<file path="src/rtl/uart_pkg.sv">
// rtl/uart_pkg.sv - shared UART constants and receiver state encoding
package uart_pkg;

  localparam int CLK_HZ       = 50_000_000;
  localparam int BAUD         = 115200;
  localparam int CLKS_PER_BIT = 434;

  typedef enum logic [2:0] {
    IDLE,
    START,
    DATA,
    PARITY,
    STOP,
    BREAK
  } rx_state_t;

endpackage

</file>
<file path="src/rtl/uart_rx_sync.sv">
// rtl/uart_rx_sync.sv - two-flop synchronizer for the asynchronous rx pin, resets to idle-high
module uart_rx_sync (
  input  logic clk,
  input  logic rst_n,
  input  logic d,
  output logic q
);

  logic meta;

  // Two back-to-back flops; both reset high so a reset never looks like a start bit
  always_ff @(posedge clk or negedge rst_n) begin
    if (!rst_n) begin
      meta <= 1'b1;
      q    <= 1'b1;
    end else begin
      meta <= d;
      q    <= meta;
    end
  end

endmodule

</file>
<file path="src/rtl/uart_rx.sv">
// rtl/uart_rx.sv - 8N1 UART receiver (8E1 when UART_RX_PARITY_EN is defined)
module uart_rx #(
  parameter int CLKS_PER_BIT = uart_pkg::CLKS_PER_BIT,
  parameter int DATA_BITS    = 8
) (
  input  logic                 clk_50M,
  input  logic                 rst_n,
  input  logic                 rx,
  output logic [DATA_BITS-1:0] rx_data,
  output logic                 rx_valid,
  output logic                 frame_err,
  output logic                 parity_err,
  output logic                 busy
);

  import uart_pkg::*;

  localparam int CW = $clog2(CLKS_PER_BIT);
  localparam int BW = $clog2(DATA_BITS + 1);
  localparam logic [CW-1:0] HALF_CNT = CW'(CLKS_PER_BIT / 2 - 1);
  localparam logic [CW-1:0] LAST_CNT = CW'(CLKS_PER_BIT - 1);
  localparam logic [BW-1:0] LAST_BIT = BW'(DATA_BITS - 1);

  rx_state_t            state;
  logic [CW-1:0]        clk_cnt;
  logic [BW-1:0]        bit_idx;
  logic [DATA_BITS-1:0] shreg;
  logic                 rx_s;

`ifdef UART_RX_PARITY_EN
  logic par_bit;
  logic perr_q;
  assign parity_err = perr_q;
`else
  assign parity_err = 1'b0;
`endif

  assign busy = (state != IDLE);

  uart_rx_sync u_sync (
    .clk   (clk_50M),
    .rst_n (rst_n),
    .d     (rx),
    .q     (rx_s)
  );

  // Frame FSM: centres on the start bit, then samples every bit period mid-bit
  always_ff @(posedge clk_50M or negedge rst_n) begin
    if (!rst_n) begin
      state     <= IDLE;
      clk_cnt   <= '0;
      bit_idx   <= '0;
      shreg     <= '0;
      rx_data   <= '0;
      rx_valid  <= 1'b0;
      frame_err <= 1'b0;
`ifdef UART_RX_PARITY_EN
      par_bit   <= 1'b0;
      perr_q    <= 1'b0;
`endif
    end else begin
      rx_valid  <= 1'b0;
      frame_err <= 1'b0;
`ifdef UART_RX_PARITY_EN
      perr_q    <= 1'b0;
`endif
      case (state)
        IDLE: begin
          clk_cnt <= '0;
          bit_idx <= '0;
          if (!rx_s) state <= START;
        end
        START: begin
          if (clk_cnt == HALF_CNT) begin
            clk_cnt <= '0;
            bit_idx <= '0;
            // Line back high at mid start bit means it was only a glitch
            state   <= rx_s ? IDLE : DATA;
          end else begin
            clk_cnt <= clk_cnt + 1'b1;
          end
        end
        DATA: begin
          if (clk_cnt == LAST_CNT) begin
            clk_cnt <= '0;
            // Shift in from the top so the first (LSB) bit ends up in bit 0
            shreg   <= {rx_s, shreg[DATA_BITS-1:1]};
            if (bit_idx == LAST_BIT) begin
              bit_idx <= '0;
`ifdef UART_RX_PARITY_EN
              state   <= PARITY;
`else
              state   <= STOP;
`endif
            end else begin
              bit_idx <= bit_idx + 1'b1;
            end
          end else begin
            clk_cnt <= clk_cnt + 1'b1;
          end
        end
        PARITY: begin
`ifdef UART_RX_PARITY_EN
          if (clk_cnt == LAST_CNT) begin
            clk_cnt <= '0;
            par_bit <= rx_s;
            state   <= STOP;
          end else begin
            clk_cnt <= clk_cnt + 1'b1;
          end
`else
          state <= IDLE;
`endif
        end
        STOP: begin
          if (clk_cnt == LAST_CNT) begin
            clk_cnt <= '0;
            if (rx_s) begin
              rx_data  <= shreg;
              rx_valid <= 1'b1;
`ifdef UART_RX_PARITY_EN
              perr_q   <= (^shreg) ^ par_bit;
`endif
              state    <= IDLE;
            end else begin
              frame_err <= 1'b1;
              state     <= BREAK;
            end
          end else begin
            clk_cnt <= clk_cnt + 1'b1;
          end
        end
        BREAK: begin
          clk_cnt <= '0;
          // Hold off until the line returns high so a long low is not read as a start bit
          if (rx_s) state <= IDLE;
        end
        default: state <= IDLE;
      endcase
    end
  end

endmodule

</file>
<file path="config.mk">
export PLATFORM = sky130hd
export DESIGN_NAME = uart_rx
export DESIGN_NICKNAME = d
export VERILOG_FILES = /design/src/rtl/uart_pkg.sv /design/src/rtl/uart_rx_sync.sv /design/src/rtl/uart_rx.sv
export SDC_FILE = /design/constraint.sdc
export NUM_CORES = 1
export LEC_CHECK = 0
export CAP_MARGIN = 25
export CORE_ASPECT_RATIO = 0.6
export CORE_MARGIN = 8
export CORE_UTILIZATION = 45
export CTS_BUF_LIST = sky130_fd_sc_hd__clkbuf_4 sky130_fd_sc_hd__clkbuf_8 sky130_fd_sc_hd__clkbuf_16
export CTS_CLUSTER_DIAMETER = 30
export DETAILED_ROUTE_END_ITERATION = 6
export GPL_TIMING_DRIVEN = 0
export MAX_ROUTING_LAYER = met4
export PLACE_DENSITY = 0.69
export SYNTH_ARGS = -nofsm -noshare
export SYNTH_HDL_FRONTEND = slang
export SYNTH_SLANG_ARGS = --single-unit
</file>
<file path="constraint.sdc">
create_clock -name clk_50M -period 2.2 [get_ports clk_50M]
set_input_delay 0.44 -clock clk_50M [delete_from_list [all_inputs] [get_ports clk_50M]]
set_output_delay 0.44 -clock clk_50M [all_outputs]
set_load 0.005 [all_outputs]
</file>
Yosys cells after proc, flatten, opt, wreduce, memory -nomap -nowiden. Cells that the tools add are included.

Bits in registers: 36. Input bits: 3. Output and inout bits: 12. Logic and storage cells: 56.

Add/subtract/negate cells: 2. Equality and inequality tests: 13. Muxes and demuxes: 22. Reductions and logical operators: 10.

Operators with widths (count): one-hot mux 9 bit (3 select lines) (1); 2-to-1 mux 3 bit (7); 2-to-1 mux 9 bit (2); one-hot mux 3 bit (5 select lines) (1); 2-to-1 mux 4 bit (3); one-hot mux 4 bit (3 select lines) (1); inequality test 2 bit, second input constant (5); adder 9 x 1 -> 9 bit, second input constant (1); equality test 9 x 8 -> 1 bit, second input constant (1); equality test 9 bit, second input constant (1); nonzero test 3 bit (3); equality test 3 bit, second input constant (2); 2-to-1 mux 1 bit (6); AND reduction 3 bit (2); AND reduction 6 bit (1); adder 4 x 1 -> 4 bit, second input constant (1); equality test 4 x 3 -> 1 bit, second input constant (1); OR reduction 2 bit (2); equality test 3 x 1 -> 1 bit, second input constant (1); equality test 3 x 2 -> 1 bit, second input constant (1); logical NOT 3 bit (1); 2-to-1 mux 2 bit (1); inequality test 2 x 1 -> 1 bit, second input constant (1); AND reduction 2 bit (1).

Depth between registers and ports, before layout.
Depth after elaboration: 4. Gate-level depth with buffers: 7.

Hierarchy. A second synthesis with hierarchy kept.

Cell total of the unflattened synthesis: 163. Area total of the unflattened synthesis: 1789.2 sq um.

Modules (own cells, without submodules): uart_rx (instances 1, cells each 161, area each 1736.7 sq um); uart_rx_sync (instances 1, cells each 2, area each 52.6 sq um).

Least setup slack after synthesis. OpenSTA, ideal clock, no wires.

Path kind: flip-flop to flip-flop. Start point: register clk_cnt[1]. End point: register rx_data[0]. Setup time: 0.125 ns. Arrival time: 1.888 ns. Setup slack: 0.187 ns. Cell stages (with the launch flop): 8. Clock period less this slack: 2.013 ns. Path through: dfrtp_1 -> inv_1 -> ha_1 -> and4b_1 -> nand2_2 -> or4_4 -> buf_6 -> mux2_4.

Word-level cells in the longest chain between the ends: 2.

Ends and longest elaborated chain: from (decl) (RTL line uart_rx.sv:25) `logic [CW-1:0] clk_cnt;`; from (signal assigned) (RTL line uart_rx.sv:80) `clk_cnt <= clk_cnt + 1'b1;`; from (signal assigned) (RTL line uart_rx.sv:99) `clk_cnt <= clk_cnt + 1'b1;`; from (signal assigned) (RTL line uart_rx.sv:130) `clk_cnt <= clk_cnt + 1'b1;`; equality test 9 bit (RTL line uart_rx.sv:116) `if (clk_cnt == LAST_CNT) begin`; AND reduction 3 bit (no source line); to (signal assigned) (RTL line uart_rx.sv:119) `rx_data <= shreg;`; to (decl) (RTL line uart_rx.sv:9) `output logic [DATA_BITS-1:0] rx_data,`.

No other way between the ends. A chain may end at the register's enable or synchronous reset.

Final worst setup path.
Start point: register clk_cnt[1]. End point: register rx_data[5].

The elaborated chain is that of the path after synthesis.

==> results.cfg <==
[global_routing]
grt_pass1_wl_um = 6150
grt_pass1_vias = 1243
track_usage_pct = 12.3
grt-ovfl-total = 0
grt_max_degree = 37
antenna_found_initial = 0

[clock_tree]
clk_latency_ns = 0.30
cts_hold_buf = 0
cts_tree = done
cts_buffers = 5
cts_htree_levels = 2
numClockSinks = 36
cts_root_buffer = clkbuf_8
clock_path_buffers = 2
path_clk_slew_ns = 0.08

[final_layout]
drive_gt1_share_pct = 25.1
finish.utilization_pct = 54.5
nets = 193
area_growth_pct = 18.6
diodes = 0

[sta]
setup_violations = 0
worst_pin_slew_ns = 0.768
rsz0062_at_grt = yes
maxSlewViolCount = 0
period_needed_ns = 2.15
hold_violations = 0
max_slew_margin_pct = 48.8
finClkSkew_ns = 0.00568
post-route-period-util_pct = 97.5
max_clock_freq_mhz = 466

[logic_synthesis]
syn-num-nets = 171
synth_cells = 164
post_synth_instance_area_mm2 = 0.00184
yosysTopAreaCell = dfrtp_1
synth_area_leaders = dfrtp_1, mux2_4, mux2_2
ys.warnings.count = 0
synth-edff-count = 0
async_flop_share_pct = 100
avgSynthCellArea_um2 = 11.2
synthFlopType = dfrtp_1
ys_ff_latch = 36
yosysSeqAreaShare_pct = 49.0
ys_types = 47
synth_top_area_share_pct = 46.2

[drt]
drc = 0
drtIter0Drc = 127
vias = 1370
drt_wl_total_um = 3620
viasPerCell = 5.78
firstDrtPassIters = 4
wl_per_cell_um = 15.3
antenna_left = 0

[placed_design]
io_buffers = 13
dp_hpwl_um = 2560
place.gp.congestion = 0.881

[setup_path]
worst_setup_path_start_kind = flop
cp.required_ns = 2.39
arrival_ns = 2.34
critPathCaptureType = flop
worstSetupPathType = flop to flop
path_max_fanout = 9

[power]
p_total_mw = 1.17
peakVddDrop_uv = 359
power_density_mw_per_mm2 = 534
power.leakage_nw = 0.960

[floorplan]
io_pins = 15
initial_core_util_pct = 45.9
coreArea_mm2 = 0.00401
rows = 18
die_height_um = 65.6
die_x_um = 98.6
die_area_mm2 = 0.00646

[run_status]
outcome = finished, final reports clean

[job]
drv_cap = 0

[min_path]
worstHoldPathType = input port to asynchronous set/reset pin
layout by cell type, fill, tap and decap left out, types with 3 or more instances in the layout:
master           synthesis  routed
o22ai_1                  4       4
nand3_1                  6       6
clkdlybuf4s50_1          0      11
mux2_2                   9       9
mux2_4                   8       8
nor2_1                   4       4
nand2b_1                 4       4
dfrtp_1                 34      32
o211ai_1                 5       5
a21oi_1                  5       5
nor3b_1                  3       3
inv_1                    4       4
ha_1                     4       4
o21ai_0                 10      10
nor4_1                   3       3
or3_1                    3       3
nand2_1                 16      16
clkbuf_8                 0       6
buf_4                    1       5
kinds of logic after synthesis:
kind of cell	count (synthesis)	synth area share (%)
buf+inv	12	3.46
fa+ha+maj	4	2.72
other cells	1	0.204
mux	17	12.0
flops	36	49.0
simple gates	56	18.1
compound gates	38	14.4
layout make-up:
type	instances	area (um^2)
plain buffers	6	55.1
multi-input cells	116	896
clock buffers	5	68.8
inverters	4	15.0
repair buffers	17	158
clock inverters	3	23.8
well taps	50	62.6
flip-flops and latches	36	906
fillers	339	1820
final timing paths:
path | slack [ns] | endpoint | startpoint | cells past startpoint
min in group clk_50M | 0.36 | u_sync.q | u_sync.meta | 0
hold / removal | 0.21 | bit_idx[3] | rst_n | 1
max in group asynchronous | 1.46 | state[1] | rst_n | 1
setup / recovery | 0.05 | rx_data[5] | clk_cnt[1] | 7
hold reg to reg | 0.36 | u_sync.q | u_sync.meta | 0
setup reg to reg | 0.05 | rx_data[5] | clk_cnt[1] | 7
cells in the mapped netlist, drive strengths merged (2+ instances only):
library cell / instances
nor3b: 3
o211ai: 5
o21ai: 11
mux2: 17
o22ai: 4
inv: 4
and4b: 3
buf: 3
clkbuf: 5
nand2b: 4
or3: 3
nor3: 2
dfrtp: 34
nand3: 6
nor2: 4
o311ai: 2
ha: 4
nand2: 17
dfstp: 2
a21oi: 5
nor4: 3
nand3b: 2
critical path, cell delays in order (launching register included):
cell and delay (ns):
dfrtp_1 0.41, inv_1 0.11, ha_1 0.17, and4b_2 0.27, nand2_2 0.11, or4_4 0.49
buf_6 0.17, mux2_4 0.30
registers in the layout, summed over array words and instances, names as in the netlist:
signal	flops
u_sync.meta	1
frame_err	1
shreg	8
clk_cnt	9
rx_data	8
bit_idx	4
u_sync.q	1
state	3
rx_valid	1
report_power, final:
group / switching (mW) / internal (mW)
registers: 0.00161 / 0.665
clock network: 0.260 / 0.224
logic: 0.0131 / 0.00391
total: 0.274 / 0.892
metrics by stage:
step	area, um^2	std cells	setup TNS (ns)	hold slack (ns)	setup WS, ns
after floorplan	1840	164	0	0.144	0.187
after global placement	2030	227	-0.630	0.350	-0.0202
after detailed placement	2030	227	0	0.350	0.0417
after CTS	2140	235	0	0.239	0.00378
after global routing	2180	237	-0.139	0.272	-0.0231
final	2180	237	0	0.207	0.0542
per-layer routing:
layer	track usage [%]	part of all wire, %	vias to the layer above
met5	-	0	-
met4	3.42	0.94	0
met3	5.27	6.6	4
met2	17.7	43	44
met1	15.4	49	668
li1	-	-	654
what timing repair did:
action	4_1_cts	5_1_grt
setup endpoints to repair	1	20
hold endpoints to repair	0	0
resized for setup	7	5
setup buffers	1	3
pin swaps	0	0
(Power assumes the default switching activity.)
